$ cat src/rtl/uart_tx_axi_slave.sv
// ---------------------------------------------------------------------------------------------
// uart_tx_axi_slave
//
// AXI4-Lite write sink for the CPU-side UART buffer. Every accepted 32-bit write is queued in a
// word FIFO, and each word is then sent on txd as four 8N1 bytes, least significant byte first.
// A read-only status word reports FIFO level and line activity.
//
// Parameters
//   DEPTH        FIFO depth in 32-bit words (power of two, >= 2)
//   CLK_PER_BIT  clk cycles per UART bit (>= 2)
//
// Ports
//   clk, rstn                 system clock, asynchronous active-low reset
//   s_aw*, s_w*, s_b*         AXI4-Lite write channels (address and strobes ignored)
//   s_ar*, s_r*               AXI4-Lite read channels (status at araddr[3:2] == 0, else 0)
//   txd                       UART serial output, idle high
//
// Status word: [0] empty, [1] full, [2] tx busy, [15:8] FIFO word count, rest 0.
// ---------------------------------------------------------------------------------------------
module uart_tx_axi_slave #(
  parameter int unsigned DEPTH       = 16,
  parameter int unsigned CLK_PER_BIT = 868
) (
  input  logic        clk,
  input  logic        rstn,
  // Write address / data / response
  input  logic [12:0] s_awaddr,
  input  logic        s_awvalid,
  output logic        s_awready,
  input  logic [31:0] s_wdata,
  input  logic [3:0]  s_wstrb,
  input  logic        s_wvalid,
  output logic        s_wready,
  output logic [1:0]  s_bresp,
  output logic        s_bvalid,
  input  logic        s_bready,
  // Read address / data
  input  logic [12:0] s_araddr,
  input  logic        s_arvalid,
  output logic        s_arready,
  output logic [31:0] s_rdata,
  output logic [1:0]  s_rresp,
  output logic        s_rvalid,
  input  logic        s_rready,
  // Serial line
  output logic        txd
);

  localparam int unsigned AW = $clog2(DEPTH);
  localparam int unsigned CW = AW + 1;
  localparam int unsigned BW = $clog2(CLK_PER_BIT);
  localparam logic [BW-1:0] BAUD_LAST = BW'(CLK_PER_BIT - 1);

  typedef enum logic [1:0] {StIdle, StStart, StData, StStop} state_t;

  // -------------------------------------------------------------------------------------------
  // Declarations
  // -------------------------------------------------------------------------------------------
  logic [31:0]   r_mem [DEPTH];
  logic [AW-1:0] r_wptr;
  logic [AW-1:0] r_rptr;
  logic [CW-1:0] r_count;

  logic          r_awready;
  logic          r_bvalid;
  logic          r_arready;
  logic          r_rvalid;
  logic [31:0]   r_rdata;

  state_t        r_state;
  logic [31:0]   r_shift;
  logic [1:0]    r_byte_idx;
  logic [2:0]    r_bit_idx;
  logic [BW-1:0] r_baud;
  logic          r_txd;

  logic          w_empty;
  logic          w_full;
  logic          w_push;
  logic          w_pop;
  logic          w_busy;
  logic          w_baud_last;
  logic [7:0]    w_count8;
  logic [31:0]   w_status;
  logic [31:0]   w_rdata_next;
  logic          w_unused_ok;

  // -------------------------------------------------------------------------------------------
  // FIFO status and transfer strobes
  // -------------------------------------------------------------------------------------------
  assign w_empty = (r_count == '0);
  assign w_full  = (r_count == CW'(DEPTH));

  // The ready pulse is only raised while both valids are present, so the handshake cycle is the
  // cycle in which r_awready is high and the master still holds both valids.
  assign w_push  = r_awready & s_awvalid & s_wvalid;

  // The FSM takes a word only from IDLE, so a pop is simply "idle and something queued".
  assign w_pop   = (r_state == StIdle) & ~w_empty;

  assign w_busy      = (r_state != StIdle);
  assign w_baud_last = (r_baud == BAUD_LAST);

  // -------------------------------------------------------------------------------------------
  // Word FIFO
  // -------------------------------------------------------------------------------------------
  // Storage needs no reset: a slot is only read after it has been written.
  always_ff @(posedge clk) begin
    if (w_push) begin
      r_mem[r_wptr] <= s_wdata;
    end
  end

  always_ff @(posedge clk or negedge rstn) begin
    if (!rstn) begin
      r_wptr  <= '0;
      r_rptr  <= '0;
      r_count <= '0;
    end else begin
      if (w_push) begin
        r_wptr <= r_wptr + AW'(1);
      end
      if (w_pop) begin
        r_rptr <= r_rptr + AW'(1);
      end
      // A simultaneous push and pop leaves the level unchanged.
      unique case ({w_push, w_pop})
        2'b10:   r_count <= r_count + CW'(1);
        2'b01:   r_count <= r_count - CW'(1);
        default: r_count <= r_count;
      endcase
    end
  end

  // -------------------------------------------------------------------------------------------
  // AXI write channel
  // -------------------------------------------------------------------------------------------
  // AW and W are accepted together only; an outstanding response or a full FIFO holds ready low.
  always_ff @(posedge clk or negedge rstn) begin
    if (!rstn) begin
      r_awready <= 1'b0;
      r_bvalid  <= 1'b0;
    end else begin
      r_awready <= s_awvalid & s_wvalid & ~r_awready & ~r_bvalid & ~w_full;
      if (w_push) begin
        r_bvalid <= 1'b1;
      end else if (s_bready) begin
        r_bvalid <= 1'b0;
      end
    end
  end

  assign s_awready = r_awready;
  assign s_wready  = r_awready;
  assign s_bvalid  = r_bvalid;
  assign s_bresp   = 2'b00;

  // -------------------------------------------------------------------------------------------
  // AXI read channel
  // -------------------------------------------------------------------------------------------
  assign w_count8 = 8'(r_count);
  assign w_status = {16'h0000, w_count8, 5'b00000, w_busy, w_full, w_empty};

  always_comb begin
    w_rdata_next = 32'h0000_0000;
    if (s_araddr[3:2] == 2'b00) begin
      w_rdata_next = w_status;
    end
  end

  always_ff @(posedge clk or negedge rstn) begin
    if (!rstn) begin
      r_arready <= 1'b0;
      r_rvalid  <= 1'b0;
      r_rdata   <= '0;
    end else begin
      r_arready <= s_arvalid & ~r_arready & ~r_rvalid;
      if (r_arready & s_arvalid) begin
        r_rvalid <= 1'b1;
        r_rdata  <= w_rdata_next;
      end else if (s_rready) begin
        r_rvalid <= 1'b0;
      end
    end
  end

  assign s_arready = r_arready;
  assign s_rvalid  = r_rvalid;
  assign s_rdata   = r_rdata;
  assign s_rresp   = 2'b00;

  // -------------------------------------------------------------------------------------------
  // Serializer FSM
  // -------------------------------------------------------------------------------------------
  // r_txd is registered so the line changes one cycle after each state decision. r_shift is
  // shifted right by one per data bit; after eight bits the next byte already sits in [7:0],
  // which gives the per-byte ">> 8" advance without a separate shift in STOP.
  always_ff @(posedge clk or negedge rstn) begin
    if (!rstn) begin
      r_state    <= StIdle;
      r_shift    <= '0;
      r_byte_idx <= '0;
      r_bit_idx  <= '0;
      r_baud     <= '0;
      r_txd      <= 1'b1;
    end else begin
      unique case (r_state)
        StIdle: begin
          r_txd <= 1'b1;
          if (!w_empty) begin
            r_shift    <= r_mem[r_rptr];
            r_byte_idx <= '0;
            r_baud     <= '0;
            r_txd      <= 1'b0;
            r_state    <= StStart;
          end
        end

        StStart: begin
          if (w_baud_last) begin
            r_baud    <= '0;
            r_bit_idx <= '0;
            r_txd     <= r_shift[0];
            r_state   <= StData;
          end else begin
            r_baud <= r_baud + BW'(1);
          end
        end

        StData: begin
          if (w_baud_last) begin
            r_baud  <= '0;
            r_shift <= {1'b0, r_shift[31:1]};
            if (r_bit_idx == 3'd7) begin
              r_txd   <= 1'b1;
              r_state <= StStop;
            end else begin
              r_bit_idx <= r_bit_idx + 3'd1;
              r_txd     <= r_shift[1];
            end
          end else begin
            r_baud <= r_baud + BW'(1);
          end
        end

        StStop: begin
          if (w_baud_last) begin
            r_baud <= '0;
            if (r_byte_idx == 2'd3) begin
              r_state <= StIdle;
            end else begin
              r_byte_idx <= r_byte_idx + 2'd1;
              r_txd      <= 1'b0;
              r_state    <= StStart;
            end
          end else begin
            r_baud <= r_baud + BW'(1);
          end
        end

        default: begin
          r_state <= StIdle;
          r_txd   <= 1'b1;
        end
      endcase
    end
  end

  assign txd = r_txd;

  // Address bits outside the decode, the write address and the strobes carry no meaning here.
  assign w_unused_ok = ^{s_awaddr, s_wstrb, s_araddr[12:4], s_araddr[1:0]};

endmodule

$ cat config.mk
export PLATFORM = sky130hd
export DESIGN_NAME = uart_tx_axi_slave
export DESIGN_NICKNAME = d
export VERILOG_FILES = /design/src/rtl/uart_tx_axi_slave.sv
export SDC_FILE = /design/constraint.sdc
export NUM_CORES = 1
export LEC_CHECK = 0
export ABC_AREA = 1
export CORE_MARGIN = 4
export CORE_UTILIZATION = 56
export CTS_CLUSTER_DIAMETER = 200
export DETAILED_ROUTE_END_ITERATION = 8
export DONT_BUFFER_PORTS = 1
export PLACE_DENSITY = 0.76
export SYNTH_ARGS = -nofsm -noshare
export SYNTH_HDL_FRONTEND = slang
export SYNTH_SLANG_ARGS = --single-unit
$ cat constraint.sdc
create_clock -name clk -period 3.05 [get_ports clk]
set_input_delay 0.61 -clock clk [delete_from_list [all_inputs] [get_ports clk]]
set_output_delay 0.61 -clock clk [all_outputs]
set_load 0.05 [all_outputs]
After elaboration in Yosys (flattened, before gate mapping)
Memory sizes are Yosys's and may differ from the RTL's.
Cells that the tools add are included.
Widths: inputs -> output; s select.
Operators by class
  muxes and demuxes: 36
  shift operators: 0
  equality and inequality tests: 16
  bitwise gates (word level): 16
  $lt $le $gt $ge: 0
  reductions and logical operators: 16
  multiply operators: 0
  div/mod/pow operators: 0
  add/subtract/negate cells: 7
Operator list (count)
  $mux 32: 2
  $pmux 32 s2: 1
  $mux 10: 2
  $pmux 10 s2: 1
  $mux 2: 8
  $ne 2x2->1 const B: 7
  $reduce_bool 2->1: 7
  $mux 1: 13
  $mux 13: 1
  $reduce_and 4->1: 3
  $add 10x1->10 const B: 1
  $and 1x1->1: 10
  $eq 10x10->1 const B: 1
  $pmux 5 s2: 1
  $mux 3: 3
  $add 4x1->4 const B: 2
  $eq 2x2->1 const B: 4
  $pmux 2 s4: 1
  $not 1->1: 6
  $pmux 3 s2: 1
  $add 5x1->5 const B: 1
  $eq 5x5->1 const B: 1
  $logic_not 5->1: 1
  $reduce_and 5->1: 1
  other kinds (10): 12
Word-level totals
  output and inout bits: 42
  latch bits: 0
  register bits after elaboration: 99
  bits of input ports: 69
  bits in writable memories: 512
  memories: 1
  bits in read-only memories: 0
Memories
  r_mem: depth 16, width 32, rd ports 1, clocked after memory_dff 0, wr ports 1, RTL line 59  | logic [31:0] r_mem [DEPTH];

Longest topological paths before layout
  depth after elaboration: 5
  mapped depth: 14

Worst setup path before layout
No wires, ideal clock.
  path kind: register to register
  from: register r_awready (netlist: s_awready)
  to: memory r_mem[11][0], enable pin
  cell stages (with the launch flop): 5
  data arrival time: 2.671 ns
  period minus slack after synthesis: 3.092 ns
  slack: -0.042 ns
  setup time: 0.421 ns
  cell sequence: dfrtp_1 > inv_1 > nor2_1 > nand2_1 > nor2_1
On the way
  cells in the longest elaborated chain, start to end: 4
Ends and longest elaborated chain
  from (decl): RTL line 64  | logic r_awready;
  from (signal assigned): RTL line 144  | r_awready <= s_awvalid & s_wvalid & ~r_awready & ~r_bvalid & ~w_full;
  $and 1x1->1 (2 in series): RTL line 96  | assign w_push = r_awready & s_awvalid & s_wvalid;
  $mux 1: RTL line 109  | if (w_push) begin
  $mux 1 (not written as such): RTL line 110  | r_mem[r_wptr] <= s_wdata;
  to (decl): RTL line 59
No other way between the ends.

Final worst setup path
  from: register r_count[3]
  to: register r_count[4]
On the way
  cells in the longest elaborated chain, start to end: 5
Ends and longest elaborated chain
  from (decl): RTL line 62  | logic [CW-1:0] r_count;
  from (signal assigned): RTL line 128  | 2'b10: r_count <= r_count + CW'(1);
  from (signal assigned): RTL line 129  | 2'b01: r_count <= r_count - CW'(1);
  from (signal assigned): RTL line 130  | default: r_count <= r_count;
  $logic_not 5->1 (*): RTL line 91  | assign w_empty = (r_count == '0);
  $not 1->1 (*): RTL line 99  | assign w_pop = (r_state == StIdle) & ~w_empty;
  $and 1x1->1 (*): RTL line 99
  via w_pop: RTL line 80  | logic w_pop;
  $eq 2x1->1 or $eq 2x2->1 (tied branches): RTL line 127  | unique case ({w_push, w_pop})
  $pmux 5 s2 or $reduce_bool 2->1 (tied branches)
Mark *: on every way through the listed nets, which the timed path passes. The rest lies on a longest branch.
A chain may end at the register's enable or synchronous reset.

==> summary.md <==
| Metric | Value |
|---|---|
| Clk_skew | `0.0237 ns` |
| Die Ht | `223 um` |
| Reg2reg setup slack | `0.56 ns` |
| Origin of the critical flop-to-flop path | `r_count[3]$_DFFE_PN0P_` |
| WL/cell | `approximately 18 um` |
| Pins over their slew limit | `0` |
| Diodes inserted | `0` |
| CTS buffer count | `58` |
| Die footprint | `49600 um^2` |
| Top post-synthesis cells by area | `edfxtp_1, nand2_1, dfrtp_1, nand3_1, inv_1` |
| Root Buffer | `clkbuf_16` |
| PwrDens | `889 nW/um^2` |
| Area leader, netlist | `edfxtp_1` |
| Worst setup path end | `r_count[4]$_DFFE_PN0P_` |
| DR iter-0 viols | `1752` |
| Min Hold Slack | `0.0804 ns` |
| Vias in the first global route | `17200` |
| Buf/Inv on CP | `1` |
| Number of flops mapped to enable cells by yosys | `512` |
| GRT Overall Usage | `23.0%` |
| Initial Utilization | `56.7%` |
| DR pass1 iterations | `6` |
| Hold/Removal Path Class | `input port to flop` |
| CTS tree | `built` |
| Antenna Nets Post-Route | `0` |
| Cells after Synth | `2521` |
| Final WL | `between 50 and 60 mm` |
| Yosys reg bits | `587` |
| Synthesized area | `roughly 26000 um^2` |
| Port buffer count | `0` |
| Core Area | `45500 um^2` |
| Register area share after synthesis | `66.9%` |
| Reg2reg path depth | `14` |
| Largest family of logic cells by synthesized area | `simple AND/OR/NAND/NOR gates` |
| Clk pin slew, worst setup/hold paths | `0.06 ns` |
| Start point of the critical path | `r_count[3]$_DFFE_PN0P_` |
| Slowest CP cell | `dfrtp_1` |
| Slowest stage delay, CP | `approximately 0.45 ns` |
| Post-DP HPWL | `between 30 and 40 mm` |
| Share of cells above drive strength 1 | `under 10%` |
| Outcome | `complete, no violations` |
| Post-synthesis mux area share | `0%` |
| Asr flop ratio synth | `12.8%` |
| Synth Area in Adders | `0.825%` |
| First-pass GRT wire length | `between 90 and 100 mm` |
| Post-CTS Resized | `0` |
| Largest net degree at the start of global routing | `150` |
| Initial antenna violation count | `0` |
| Ys flop type | `edfxtp_1` |
| Leak Pwr | `0.0121 uW` |
| # nets final | `2595` |
| Synthesized area per cell | `approximately 10 um^2` |
| Fin crit period | `2.49 ns` |
| Crit path top cell by count | `nand2_1` |
| Worst setup EP type | `flop` |
| Worst path cell trace | `nor2_2, nand4_2, nand2_1, inv_1, ha_1, xor2_1, ha_1, a21oi_1, nor2_1, nand2_1, nand2_1, xor2_1, nand2_1, nand2_1` |
| CP Data Required Time | `3.54 ns` |
| XOR/XNOR Fraction of Synth Area | `0.543%` |
| Top cell type's share of synthesized area | `59.6%` |
| IO Pins | `about 110` |
| Stages on the worst setup path | `14` |
| Residual DRC | `0` |
| Die W | `about 220 um` |
| Post-Synth Simple-Gate Area | `22.6%` |
| Clk_lat worst skew | `0.62 ns` |
| Hold Path Stages | `0` |
| Final setup fails | `0` |
| Clk sinks | `587` |
| Netlist cell types | `36` |
| CTS max path bufs | `3` |
| Crit Path Category | `flop to flop` |
| GPL Wtd Cong | `0.784` |
| Total grt overflow | `0` |
| CP Launch Type | `flop` |
| Final Cycle Share | `approximately four fifths` |
| Final Hold Viols | `0` |
| Maximum VDD drop | `0.000716 V` |
| Row count | `78` |
| Compound-Gate Fraction of Synth Area | `less than 1%` |
| Dominant delay contributor by cell family on the critical path | `simple AND/OR/NAND/NOR gates` |
| R2r endpoint | `r_count[4]$_DFFE_PN0P_` |
| Slew @ Worst Pin | `1.00 ns` |
| RSZ-0062 raised after global routing | `no` |
| Max FO, Critical Path | `6` |
| Setup TNS | `0 ns` |
| Area Growth Syn to Fin | `9.91%` |
| WP data arrival | `2.98 ns` |
| Vias | `17200` |
| Synth warn | `0` |
| Maximum clock rate | `402 MHz` |
| Vias per inst | `5.44` |
| Max-cap viol count | `0` |
| H-tree levels | `2` |
| Slew Limit Headroom | `33.1%` |
==> cells in the mapped netlist (2+ instances only) <==
cell and number:
ha_1 17, buf_2 31, nor2_1 83, dfrtp_1 74, xor2_1 14, edfxtp_1 512, clkbuf_1 23, nand2_1 934
a21oi_1 6, buf_4 48, nand3b_1 3, xnor2_1 2, o211ai_1 3, buf_1 19, inv_1 291, nor2_2 12
nand4_1 2, o21ai_0 31, nor3_1 4, inv_2 4, o22ai_1 4, nand2_2 2, buf_6 28, nand3_1 362
==> cell type report <==
| cell class | count | area (um^2) |
|---|---|---|
| clock inverters | 27 | 308 |
| inverters | 297 | 1120 |
| flip-flops and latches | 587 | 17300 |
| well taps | 600 | 751 |
| multi-input cells | 1515 | 6650 |
| clock buffers | 83 | 1680 |
| repair buffers | 50 | 573 |
| fillers | 3415 | 17100 |
==> layer usage <==
metal | vias up | GRT usage, % | routed length (um)
li1 | 8113 | - | -
met5 | - | 0 | 0
met4 | 0 | 7.14 | 1570
met2 | 728 | 39.3 | 28400
met3 | 123 | 3.69 | 4370
met1 | 8222 | 30.7 | 23100
==> through the flow <==
stage	area (um^2)	util (%)	worst slack (ns)	std cells	total power [uW]
floorplan	25900	-	-0.0424	2548	16300
CTS	28300	62.3	0.563	3159	25200
finish	28300	62.3	0.564	3159	25200
global route	28300	62.3	0.351	3159	26700
detailed placement	26300	57.9	0.596	3047	17900
global placement	26300	57.9	0.578	3047	17600
==> worst min-delay path by stage <==
stage	slack, ns	start	to
2_1_floorplan	0.31	rstn	r_baud[0]$_DFFE_PN0P_
3_3_place_gp	0.32	rstn	r_shift[7]$_DFFE_PN0P_
3_5_place_dp	0.32	rstn	r_shift[7]$_DFFE_PN0P_
4_1_cts	0.05	s_wdata[20]	r_mem[2][20]$_DFFE_PP_
5_1_grt	0.05	s_wdata[19]	r_mem[10][19]$_DFFE_PP_
6_report	0.08	s_wdata[19]	r_mem[8][19]$_DFFE_PP_
==> placed cells by master (no fill, tap or decap), drive strengths merged, types with 28 or more instances in the layout <==
master / n
nand3: 362
conb: 28
inv: 299
edfxtp: 512
dfrtp: 74
o21ai: 32
clkbuf: 83
nand2: 937
nor2: 96
buf: 49
==> where the power goes <==
group | switching, uW | total, uW | internal, uW
Combinational | 5770 | 8260 | 2490
Clock | 2980 | 7300 | 4330
Sequential | 408 | 9630 | 9220
==> timing repair <==
item	in CTS	in global routing
buffers inserted	0	0
endpoints found under the hold margin	75	0
hold buffers	2	0
==> worst reg2reg max path, cell delays in order, from the launching register on <==
cell     delay [ns]
dfrtp_1        0.45
nor2_2         0.14
nand4_2        0.19
nand2_1        0.18
inv_1          0.13
ha_1           0.30
xor2_1         0.20
ha_1           0.20
a21oi_1        0.15
nor2_1         0.08
nand2_1        0.07
nand2_1        0.06
xor2_1         0.14
nand2_1        0.06
nand2_1        0.05
==> kinds of logic (layout without fill, tap and decap cells) <==
family                   after synthesis  after routing
flip-flops                           587            587
buffers and inverters                446            457
other                                  1             28
adder cells (fa/ha/maj)               17             17
AND/OR/NAND/NOR                     1407           1407
XOR/XNOR                              16             16
AO/OA/AOI/OAI                         47             47
==> flip-flops by register name (all words and copies together) (netlist names) <==
signal and cells:
r_baud 10, r_bit_idx 3, r_byte_idx 2, r_count 5, r_mem 512, r_rptr 4
r_shift 32, r_state 2, r_wptr 4, s_arready 1, s_awready 1, s_bvalid 1
s_rdata 8, s_rvalid 1, txd 1
(Power assumes the default switching activity.)
